===== src/rtl/arb_mux.sv =====
// N-channel valid/ready arbiter (round-robin or fixed priority) feeding a single output register.
// One cycle from grant to out_valid; when the output word is stalled, every in_ready stays low.
module arb_mux #(
  parameter  int WIDTH  = 32,
  parameter  int NUM_CH = 8,
  localparam int SEL_W  = $clog2(NUM_CH)
) (
  input  logic                    clock,
  input  logic                    reset,
  input  logic [NUM_CH*WIDTH-1:0] in_data,
  input  logic [NUM_CH-1:0]       in_valid,
  output logic [NUM_CH-1:0]       in_ready,
  input  logic                    mode,
  output logic [WIDTH-1:0]        out_data,
  output logic [SEL_W-1:0]        out_sel,
  output logic                    out_valid,
  input  logic                    out_ready
);

  typedef enum logic {
    EMPTY = 1'b0,
    FULL  = 1'b1
  } state_t;

  state_t           state_q;
  state_t           state_d;
  logic [SEL_W-1:0] rr_ptr;
  logic [SEL_W-1:0] rr_win;
  logic [SEL_W-1:0] fp_win;
  logic [SEL_W-1:0] win;
  logic [SEL_W-1:0] nxt_ptr;
  logic             any_vld;
  logic             can_load;
  logic             grant;
  int               rr_idx;

  assign any_vld   = |in_valid;
  assign out_valid = (state_q == FULL);
  assign can_load  = (state_q == EMPTY) | out_ready;
  assign grant     = can_load & any_vld & ~reset;

  // Descending scan: the last hit, i.e. the closest to rr_ptr, wins.
  always_comb begin
    rr_win = '0;
    rr_idx = 0;
    for (int k = NUM_CH - 1; k >= 0; k--) begin
      rr_idx = int'(rr_ptr) + k;
      if (rr_idx >= NUM_CH) rr_idx = rr_idx - NUM_CH;
      if (in_valid[rr_idx]) rr_win = SEL_W'(rr_idx);
    end
  end

  always_comb begin
    fp_win = '0;
    for (int i = NUM_CH - 1; i >= 0; i--) begin
      if (in_valid[i]) fp_win = SEL_W'(i);
    end
  end

  assign win     = mode ? fp_win : rr_win;
  assign nxt_ptr = (win == SEL_W'(NUM_CH - 1)) ? '0 : win + 1'b1;

  always_comb begin
    in_ready = '0;
    if (grant) in_ready[win] = 1'b1;
  end

  always_comb begin
    state_d = state_q;
    if (can_load) state_d = any_vld ? FULL : EMPTY;
  end

  always_ff @(posedge clock) begin
    if (reset) begin
      state_q  <= EMPTY;
      out_data <= '0;
      out_sel  <= '0;
      rr_ptr   <= '0;
    end else begin
      state_q <= state_d;
      if (can_load && any_vld) begin
        out_data <= in_data[int'(win)*WIDTH +: WIDTH];
        out_sel  <= win;
        rr_ptr   <= nxt_ptr;
      end
    end
  end

endmodule


===== config.mk =====
export PLATFORM = sky130hd
export DESIGN_NAME = arb_mux
export DESIGN_NICKNAME = d
export VERILOG_FILES = /design/src/rtl/arb_mux.sv
export SDC_FILE = /design/constraint.sdc
export NUM_CORES = 1
export LEC_CHECK = 0
export CAP_MARGIN = 25
export CORE_AREA = 3 3 119 121
export CTS_BUF_LIST = sky130_fd_sc_hd__clkbuf_4
export CTS_CLUSTER_SIZE = 25
export DETAILED_ROUTE_END_ITERATION = 10
export DIE_AREA = 0 0 122 124
export PLACE_DENSITY = 0.76
export SLEW_MARGIN = 10
export SYNTH_ARGS = -nofsm -noshare
export SYNTH_HDL_FRONTEND = slang
export SYNTH_SLANG_ARGS = --single-unit

===== constraint.sdc =====
create_clock -name clock -period 6.3 [get_ports clock]
set_input_delay 0.945 -clock clock [delete_from_list [all_inputs] [get_ports clock]]
set_output_delay 0.945 -clock clock [all_outputs]
set_load 0.05 [all_outputs]

==> After elaboration in Yosys (flattened, before gate mapping) <==
Cells that the tools add are included.
{ "word_totals": {"ff_bits": 39, "inputBits": 268, "out_inout_bits": 44} }
{ "classes": {"n_addsub": 16, "magnitude_cmp": 18, "eq_ne": 1, "shift": 1, "n_mux": 54, "bitwise": 5, "n_reduce_logical": 3} }
{ "op_table": {"columns": ["cell", "n"], "rows": [
  ["less-than comparator 32 x 5 -> 1 bit, second input constant", 8],
  ["2-to-1 mux 32 bit", 8],
  ["indexed part select 256 x 9 -> 32 bit", 1],
  ["2-to-1 mux 3 bit", 18],
  ["subtractor 4 x 4 -> 5 bit, second input constant", 7],
  ["greater-or-equal comparator 4 bit, second input constant", 7],
  ["binary-select mux 1 bit (select 3 bit)", 8],
  ["2-to-1 mux 1 bit", 18],
  ["adder 3 x 3 -> 4 bit, second input constant", 4],
  ["adder 3 x 2 -> 4 bit, second input constant", 2],
  ["2-to-1 mux 8 bit", 1],
  ["OR reduction 8 bit", 1],
  ["subtractor 3 x 4 -> 5 bit, second input constant", 1],
  ["adder 3 x 1 -> 4 bit, second input constant", 1],
  ["greater-or-equal comparator 3 x 4 -> 1 bit, second input constant", 1],
  ["less-than comparator 3 x 4 -> 1 bit, second input constant", 1],
  ["adder 3 x 1 -> 3 bit, second input constant", 1],
  ["demux 1 bit (select 3 bit)", 1],
  ["equality test 3 bit, second input constant", 1],
  ["greater-or-equal comparator 3 x 1 -> 1 bit, second input constant", 1],
  ["bitwise AND 1 bit", 2],
  ["logical AND 1 bit", 2],
  ["inverter 1 bit", 2],
  ["bitwise OR 1 bit", 1]
]} }

==> Longest topological paths before layout <==
Gate-level depths: netlist of run 1.
{ "logic_depth": {"ltp_word": 20, "depth_mapped": 16, "mapped_depth_nobuf": 10} }

==> Least setup slack after synthesis of run 1 <==
Ideal clock, no wire load.
{ "synth_path": {"path_kind": "register to output", "startpoint": "register rr_ptr[1]", "endpoint": "output in_ready[3]", "arrival_ns": 4.808, "required_time_ns": 5.355, "setup_slack_ns": 0.547, "stages_incl_launch_ff": 14, "n_path_buf": 5, "path_cell_list": "dfxtp_1 -> clkbuf_1 -> buf_2 -> inv_1 -> ha_1 -> buf_6 -> mux2_2 -> mux4_2 -> o32a_1 -> a211o_1 -> a41o_1 -> buf_6 -> buf_4 -> nor4_1"} }
{ "synth_via": {"elab_chain_cells": 20, "word_cells_on_any_way": 70, "cone_classes": "add/sub (15); order compare (10); mux (44); reduce/logical (1)"} }
{ "synth_lines": {"columns": ["item", "line", "text"], "rows": [
  ["start: declaration", "27", "logic [SEL_W-1:0] rr_ptr;"],
  ["start signal: assignment", "84", "rr_ptr <= nxt_ptr;"],
  ["adder 3 x 3 -> 4 bit", "47", "rr_idx = int'(rr_ptr) + k;"],
  ["subtractor 4 x 4 -> 5 bit or greater-or-equal comparator 4 bit (tied branches)", "48", "if (rr_idx >= NUM_CH) rr_idx = rr_idx - NUM_CH;"],
  ["2-to-1 mux 32 bit", "48", null],
  ["binary-select mux 1 bit (select 3 bit)", "49", "if (in_valid[rr_idx]) rr_win = SEL_W'(rr_idx);"],
  ["2-to-1 mux 1 bit (implied by the code) (2 in a row)", "49", null],
  ["2-to-1 mux 3 bit (7 in a row)", "49", null],
  ["2-to-1 mux 3 bit (*)", "49", null],
  ["2-to-1 mux 3 bit (*)", "60", "assign win = mode ? fp_win : rr_win;"],
  ["less-than comparator 3 x 4 -> 1 bit (implied by the code) or greater-or-equal comparator 3 x 1 -> 1 bit (tied branches)", "65", "if (grant) in_ready[win] = 1'b1;"],
  ["logical AND 1 bit (implied by the code)", "65", null],
  ["2-to-1 mux 1 bit (implied by the code)", "65", null],
  ["demux 1 bit (select 3 bit) (*)", "65", null],
  ["2-to-1 mux 8 bit (*)", "65", null],
  ["end: declaration", "12", "output logic [NUM_CH-1:0] in_ready,"]
]} }
Mark *: on every way between the ends. The rest lies on a longest branch, timed or not. The select of a mux whose other input is x is not followed.

==> Worst setup path in the final report of run 1 <==
{ "layout_path": {"startpoint": "input in_valid[7]", "endpoint": "output in_ready[0]"} }
{ "layout_via": {"elab_chain_cells": 17, "word_cells_on_any_way": 50, "cone_classes": "order compare (2); mux (44); bitwise (2); reduce/logical (2)"} }
{ "layout_lines": {"columns": ["item", "line", "text"], "rows": [
  ["start: declaration", "11", "input logic [NUM_CH-1:0] in_valid,"],
  ["binary-select mux 1 bit (select 3 bit)", "49", null],
  ["2-to-1 mux 1 bit (implied by the code) (2 in a row)", "49", null],
  ["2-to-1 mux 3 bit (8 in a row)", "49", null],
  ["2-to-1 mux 3 bit", "60", null],
  ["less-than comparator 3 x 4 -> 1 bit (implied by the code) or greater-or-equal comparator 3 x 1 -> 1 bit (tied branches)", "65", null],
  ["logical AND 1 bit (implied by the code)", "65", null],
  ["2-to-1 mux 1 bit (implied by the code)", "65", null],
  ["demux 1 bit (select 3 bit)", "65", null],
  ["2-to-1 mux 8 bit (*)", "65", null]
]} }
Marks and branches as above.

==> reports/metrics.cfg, run 1 <==
[run_status]
outcome = finished clean

[global_routing]
gr-total-overflow = 0
grt_max_degree = 60
grt_pass1_vias = 5251
grt_pass1_wl_microns = 28000
grt_use_total_pct = 23.6
antenna_found_initial = 1

[clocking]
clock_latency_ns = 0.41
post-cts-setup-buffers = 0
cts_buffers = 5
clock-sinks = 39
ctsResizeCount = 0
cts_buffer_depth = 2
cts_root_buf = clkbuf_4
cts_hold_buf = 0
clk_pin_slew_ns = 0.11
h-tree-depth = 2
cts_tree = yes

[logic_synthesis]
ys.flop_type = dfxtp_1
avgSynthCellArea_sq_um = 9.75
synth.distinct_cells = 53
ys_ff_latch = 39
yosysWarnings = 0
synth_area_leader_cell = mux2i_1
yosys-top-cells-area = mux2i_1 (30%), dfxtp_1 (17%), mux2_2 (9.9%)
ys_top_cells_by_count = mux2i_1 (138), mux2_2 (41), dfxtp_1 (39)
ys_seq_area_share_pct = 16.8
synthCells = 478
synth.most_common_cell = mux2i_1
ys_async_sr_fraction_pct = 0
synth_top_area_share_pct = 29.6
synth_fp_nets = 748
synth_edf_count = 0
syn_area_sq_um = 4660

[min_path]
hp-class = reg2reg
hold_path_startpoint = out_data[3]$_SDFFE_PP0P_

[detailed_routing]
firstDrtPassIters = 5
postRouteWirelength_microns = 19200
post_drt_wl_per_cell_microns = 20.6
drt_iter0_markers = 293
drcViolationCount = 0
via_per_inst = 5.60
ant_nets = 0
vias = 5221

[floorplan]
fp.dieW_microns = 122
rows = 42
die_h_microns = 124
start_util_pct = 35.3
die_area_sq_um = 15100
core-area_sq_um = 13200
boundaryPins = 312

[worst_setup_path]
end_kind = output pin
crit_path_cell_trace = clkdlybuf4s50_1 > mux4_2 > a221oi_1 > a31o_1 > a211oi_1 > o31a_1 > nor2_4 > nand2_1 > nor2_1 > buf_4
endpoint = in_ready[0]
startpoint = in_valid[7]
worstSetupStartpointType = input pin
cp.arrival_ns = 4.50
regToRegEndpoint = out_data[12]$_SDFFE_PP0P_
r2r_start = rr_ptr[0]$_SDFFE_PP0P_
cpLargestDelayFamily = simple AND/OR/NAND/NOR gates
critPathSlowestCell = nor2_4
r2r_cells = 12
path_class = in2out
reg2reg_slack_ns = 1.21
worst-path-max-fanout = 35
required_ns = 5.35
worstSetupPathDepth = 10
critPathBufInv = 2
cpPeakStageDelay_ns = 0.74

[power_and_ir_drop]
powerDensity_nw_per_um2 = 387
leakagePower_uw = 0.00338
ir_drop_mv = 0.210

[placed_design]
place_ws_ns = 0.861
gp_congestion = 0.982
hpwl_microns = 15100
place.port_buffers = 311

[sta]
setup_viol = 0
hold_viol = 0
fin_crit_ns = 5.45
worst_pin_slew_ns = 0.907
rsz0062_at_grt = false
setup_tns_ns = 0
timing.final.crit_share_pct = 86.5
setup_ws_ns = 0.852
fmax_ghz = 0.184
slew_violations = 0
max_slew_margin_pct = 39.4
finClkSkew_ns = 0.0402

[final_layout]
nets = 1025
syn2layout_area_growth_pct = 70.9
drive_above_1_share_pct = 12.2
n_fill_cell = 1100

[flow_run]
maxCapViolations = 0

layer usage:
metal | wire length, microns | track usage, %
met5 | 0 | 0
met1 | 7460 | 28.2
met3 | 1570 | 5.72
met2 | 9730 | 42.2
met4 | 433 | 6.79
kinds of logic (layout without fill, tap and decap cells):
family / count (synthesis) / count (layout) / synth area share, %
DFF: 39 / 39 / 16.8
buffers and inverters: 62 / 340 / 7.22
other: 0 / 1 / 0
muxes: 197 / 197 / 47.5
adders and majority gates: 2 / 2 / 0.537
xor gates and xnor gates: 5 / 5 / 1.10
and+or+nand+nor: 67 / 67 / 7.25
AOI/OAI and AO/OA: 106 / 106 / 19.6
layout by cell type, fill, tap and decap left out, types with 3 or more instances in the layout:
cell type / netlist / final
mux2i_1: 138 / 138
xor2_1: 3 / 3
clkdlybuf4s50_1: 0 / 303
inv_1: 9 / 9
nand2b_1: 3 / 3
o2bb2ai_1: 31 / 31
a21oi_1: 7 / 7
nor2_1: 21 / 19
dfxtp_1: 39 / 39
mux4_2: 15 / 15
mux2_2: 41 / 41
mux2_1: 3 / 3
a221oi_1: 3 / 3
nor2b_1: 4 / 4
nor4_1: 6 / 6
nand3_1: 10 / 10
buf_4: 6 / 15
a221o_1: 31 / 31
o21ai_0: 4 / 4
nand2_1: 12 / 12
buf_12: 0 / 4
a211oi_1: 5 / 5
o221ai_1: 3 / 3
clkbuf_4: 0 / 6
report_power, final:
| part | internal (uW) | total (uW) | switching [uW] |
|---|---|---|---|
| registers | 353 | 421 | 68.2 |
| logic | 1100 | 2430 | 1330 |
| clock network | 128 | 234 | 105 |
| total | 1580 | 3080 | 1510 |
flip-flops by register name (all words and copies together), names as in the netlist:
signal,count
out_valid,1
out_sel,3
out_data,32
rr_ptr,3
metrics by stage:
stage	std cells	cell area, sq um	power, uW	util [%]	hold slack (ns)
CTS	932	7960	3080	60.3	0.504
detailed placement	924	7850	2840	59.5	0.470
floorplan	478	4660	2210	-	0.706
global route	933	7960	3250	60.4	0.523
global placement	924	7850	2820	59.5	0.467
finish	933	7960	3080	60.4	0.500
cell type report:
cell class,count,area [sq um],share of cell area [%]
multi-input cells,377,3590,45.1
repair buffers,322,3230,40.5
flip-flops and latches,39,781,9.81
well taps,176,220,2.77
clock inverters,2,60.1,0.754
clock buffers,6,45.0,0.566
inverters,10,37.5,0.471
diodes,1,2.50,0.0314
worst reg2reg max path, delay by kind of cell, from the launching register on:
family,cells,cell delay (ns)
multiplexers,3,1.44
buffers and inverters,3,1.29
AND/OR/NAND/NOR,3,0.76
adder cells (fa/ha/maj),1,0.70
AO/OA/AOI/OAI,2,0.42
flip-flops,1,0.37
worst min-delay path by stage:
stage / depth (start not counted) / end / slack [ns]
6_report: 1 / out_data[3]$_SDFFE_PP0P_ / 0.50
5_1_grt: 1 / out_data[30]$_SDFFE_PP0P_ / 0.52
4_1_cts: 1 / out_data[3]$_SDFFE_PP0P_ / 0.50
3_5_place_dp: 1 / out_data[3]$_SDFFE_PP0P_ / 0.47
3_3_place_gp: 1 / out_data[10]$_SDFFE_PP0P_ / 0.47
2_1_floorplan: 2 / out_data[0]$_SDFFE_PP0P_ / 0.71
Note: power is estimated with default switching activity, not from simulation.
==> run 2, diff against run 1 <==
Settings changed: CORE_AREA 3 3 119 121 to 2 2 121 123, DIE_AREA 0 0 122 124 to 0 0 123 125, PLACE_DENSITY 0.76 to not set, PLACE_DENSITY_LB_ADDON set to 0.08.
==> reports/metrics.cfg, run 2 (synthesis results as in run 1) <==
[sta]
timing.final.crit_share_pct = 92.6
rsz0062_at_grt = false
setup_tns_ns = 0
fin_hold_ws_ns = 0.500
worst_pin_slew_ns = 0.972
slew_violations = 0
finClkSkew_ns = 0.0115
setup_viol = 0
fin_crit_ns = 5.84
fmax_ghz = 0.171
max_slew_margin_pct = 35.1
hold_viol = 0

[detailed_routing]
drcViolationCount = 0
ant_nets = 0
via_per_inst = 5.39
drt_iter0_markers = 215
post_drt_wl_per_cell_microns = 20.4
postRouteWirelength_microns = 19100
vias = 5058
firstDrtPassIters = 4

[run_status]
outcome = finished clean

[power_and_ir_drop]
leakagePower_uw = 0.00337
ir_drop_mv = 0.178
powerDensity_nw_per_um2 = 379

[clocking]
cts_root_buf = clkbuf_4
h-tree-depth = 2
clock_latency_ns = 0.36
post-cts-setup-buffers = 0
cts_buffer_depth = 2
ctsResizeCount = 0
cts_hold_buf = 0
clock-sinks = 39
clk_pin_slew_ns = 0.14
cts_tree = yes
cts_buffers = 5

[floorplan]
start_util_pct = 32.8
core-area_sq_um = 14200
boundaryPins = 312
rows = 44
die_h_microns = 125
fp.dieW_microns = 123
die_area_sq_um = 15400

[global_routing]
antenna_found_initial = 1
grt_pass1_vias = 5193
grt_pass1_wl_microns = 28500
grt_max_degree = 55
gr-total-overflow = 0
grt_use_total_pct = 23.8

[placed_design]
hpwl_microns = 15200
gp_congestion = 0.826
dp.cells = 930
place.port_buffers = 311

[final_layout]
final_cell_mix = clkdlybuf4s50_1 (303), mux2i_1 (138), mux2_2 (41)
regMostFlops = out_data
largest_reg_flops = 32
syn2layout_area_growth_pct = 71.0
nets = 1023
final_cells = 939
largest_registers = out_data (32), out_sel (3), rr_ptr (3)
mostFrequentLayoutCell = clkdlybuf4s50_1
drive_above_1_share_pct = 11.8
final_util_pct = 56.1

[worst_setup_path]
crit_path_cell_trace = buf_4 > clkinv_1 > ha_1 > mux4_2 > a221oi_1 > a31o_1 > a211oi_1 > o31a_1 > nor2_4 > nand2_1 > nor2_1 > buf_12
worstSetupStartpointType = register
cpPeakStageDelay_ns = 0.97
required_ns = 5.35
cp.arrival_ns = 4.89
path_class = reg2out
end_kind = output pin
critPathSlowestCell = ha_1
startpoint = rr_ptr[0]$_SDFFE_PP0P_
worst-path-max-fanout = 35
r2r_start = rr_ptr[0]$_SDFFE_PP0P_

[flow_run]
maxCapViolations = 0

[min_path]
hp-class = reg2reg
hold_path_startpoint = out_valid$_SDFFE_PP0P_

==> run 2: critical path: cells and delay by family, from the launching register on <==
family	cells	cell delay, ns
AOI/OAI and AO/OA	4	0.88
adders and majority gates	1	0.97
buffers and inverters	3	0.70
DFF	1	0.34
muxes	1	0.45
and+or+nand+nor	3	1.16
==> run 2: final cells by class <==
cell class	instances	area (sq um)
antenna	1	2.50
tap	184	230
clock buffer	5	37.5
fill	1262	6230
timing repair buffer	320	3250
clock inverter	3	42.5
inverter	10	37.5
multi-input combinational	377	3590
sequential	39	781
==> run 2: final timing paths <==
kind,endpoint,slack [ns],depth (start not counted)
worst min register to register,out_valid$_SDFFE_PP0P_,0.50,2
worst min-delay path,out_valid$_SDFFE_PP0P_,0.50,2
worst max-delay path,in_ready[0],0.46,12
worst max register to register,out_data[10]$_SDFFE_PP0P_,0.90,12
==> run 2: report_power, final <==
group,switching (uW),internal (uW)
clock,96.1,83.8
combinational,1320,1100
sequential,68.1,353
==> run 2: through the flow <==
step	instance area (sq um)	total power [uW]	setup slack, ns
after floorplan	4660	2210	0.547
after global placement	7890	2830	0.910
after detailed placement	7890	2850	0.840
after CTS	7970	3040	0.416
after global routing	7970	3190	0.0379
final	7970	3020	0.463
==> run 2: per-layer routing <==
layer  track usage (%)  vias up  wire length [microns]
met5                 0        -                      0
met1              26.9     2397                   7510
met2              45.9      188                  10300
li1                  -     2458                      -
met3              4.20       15                   1070
met4              4.41        0                    249
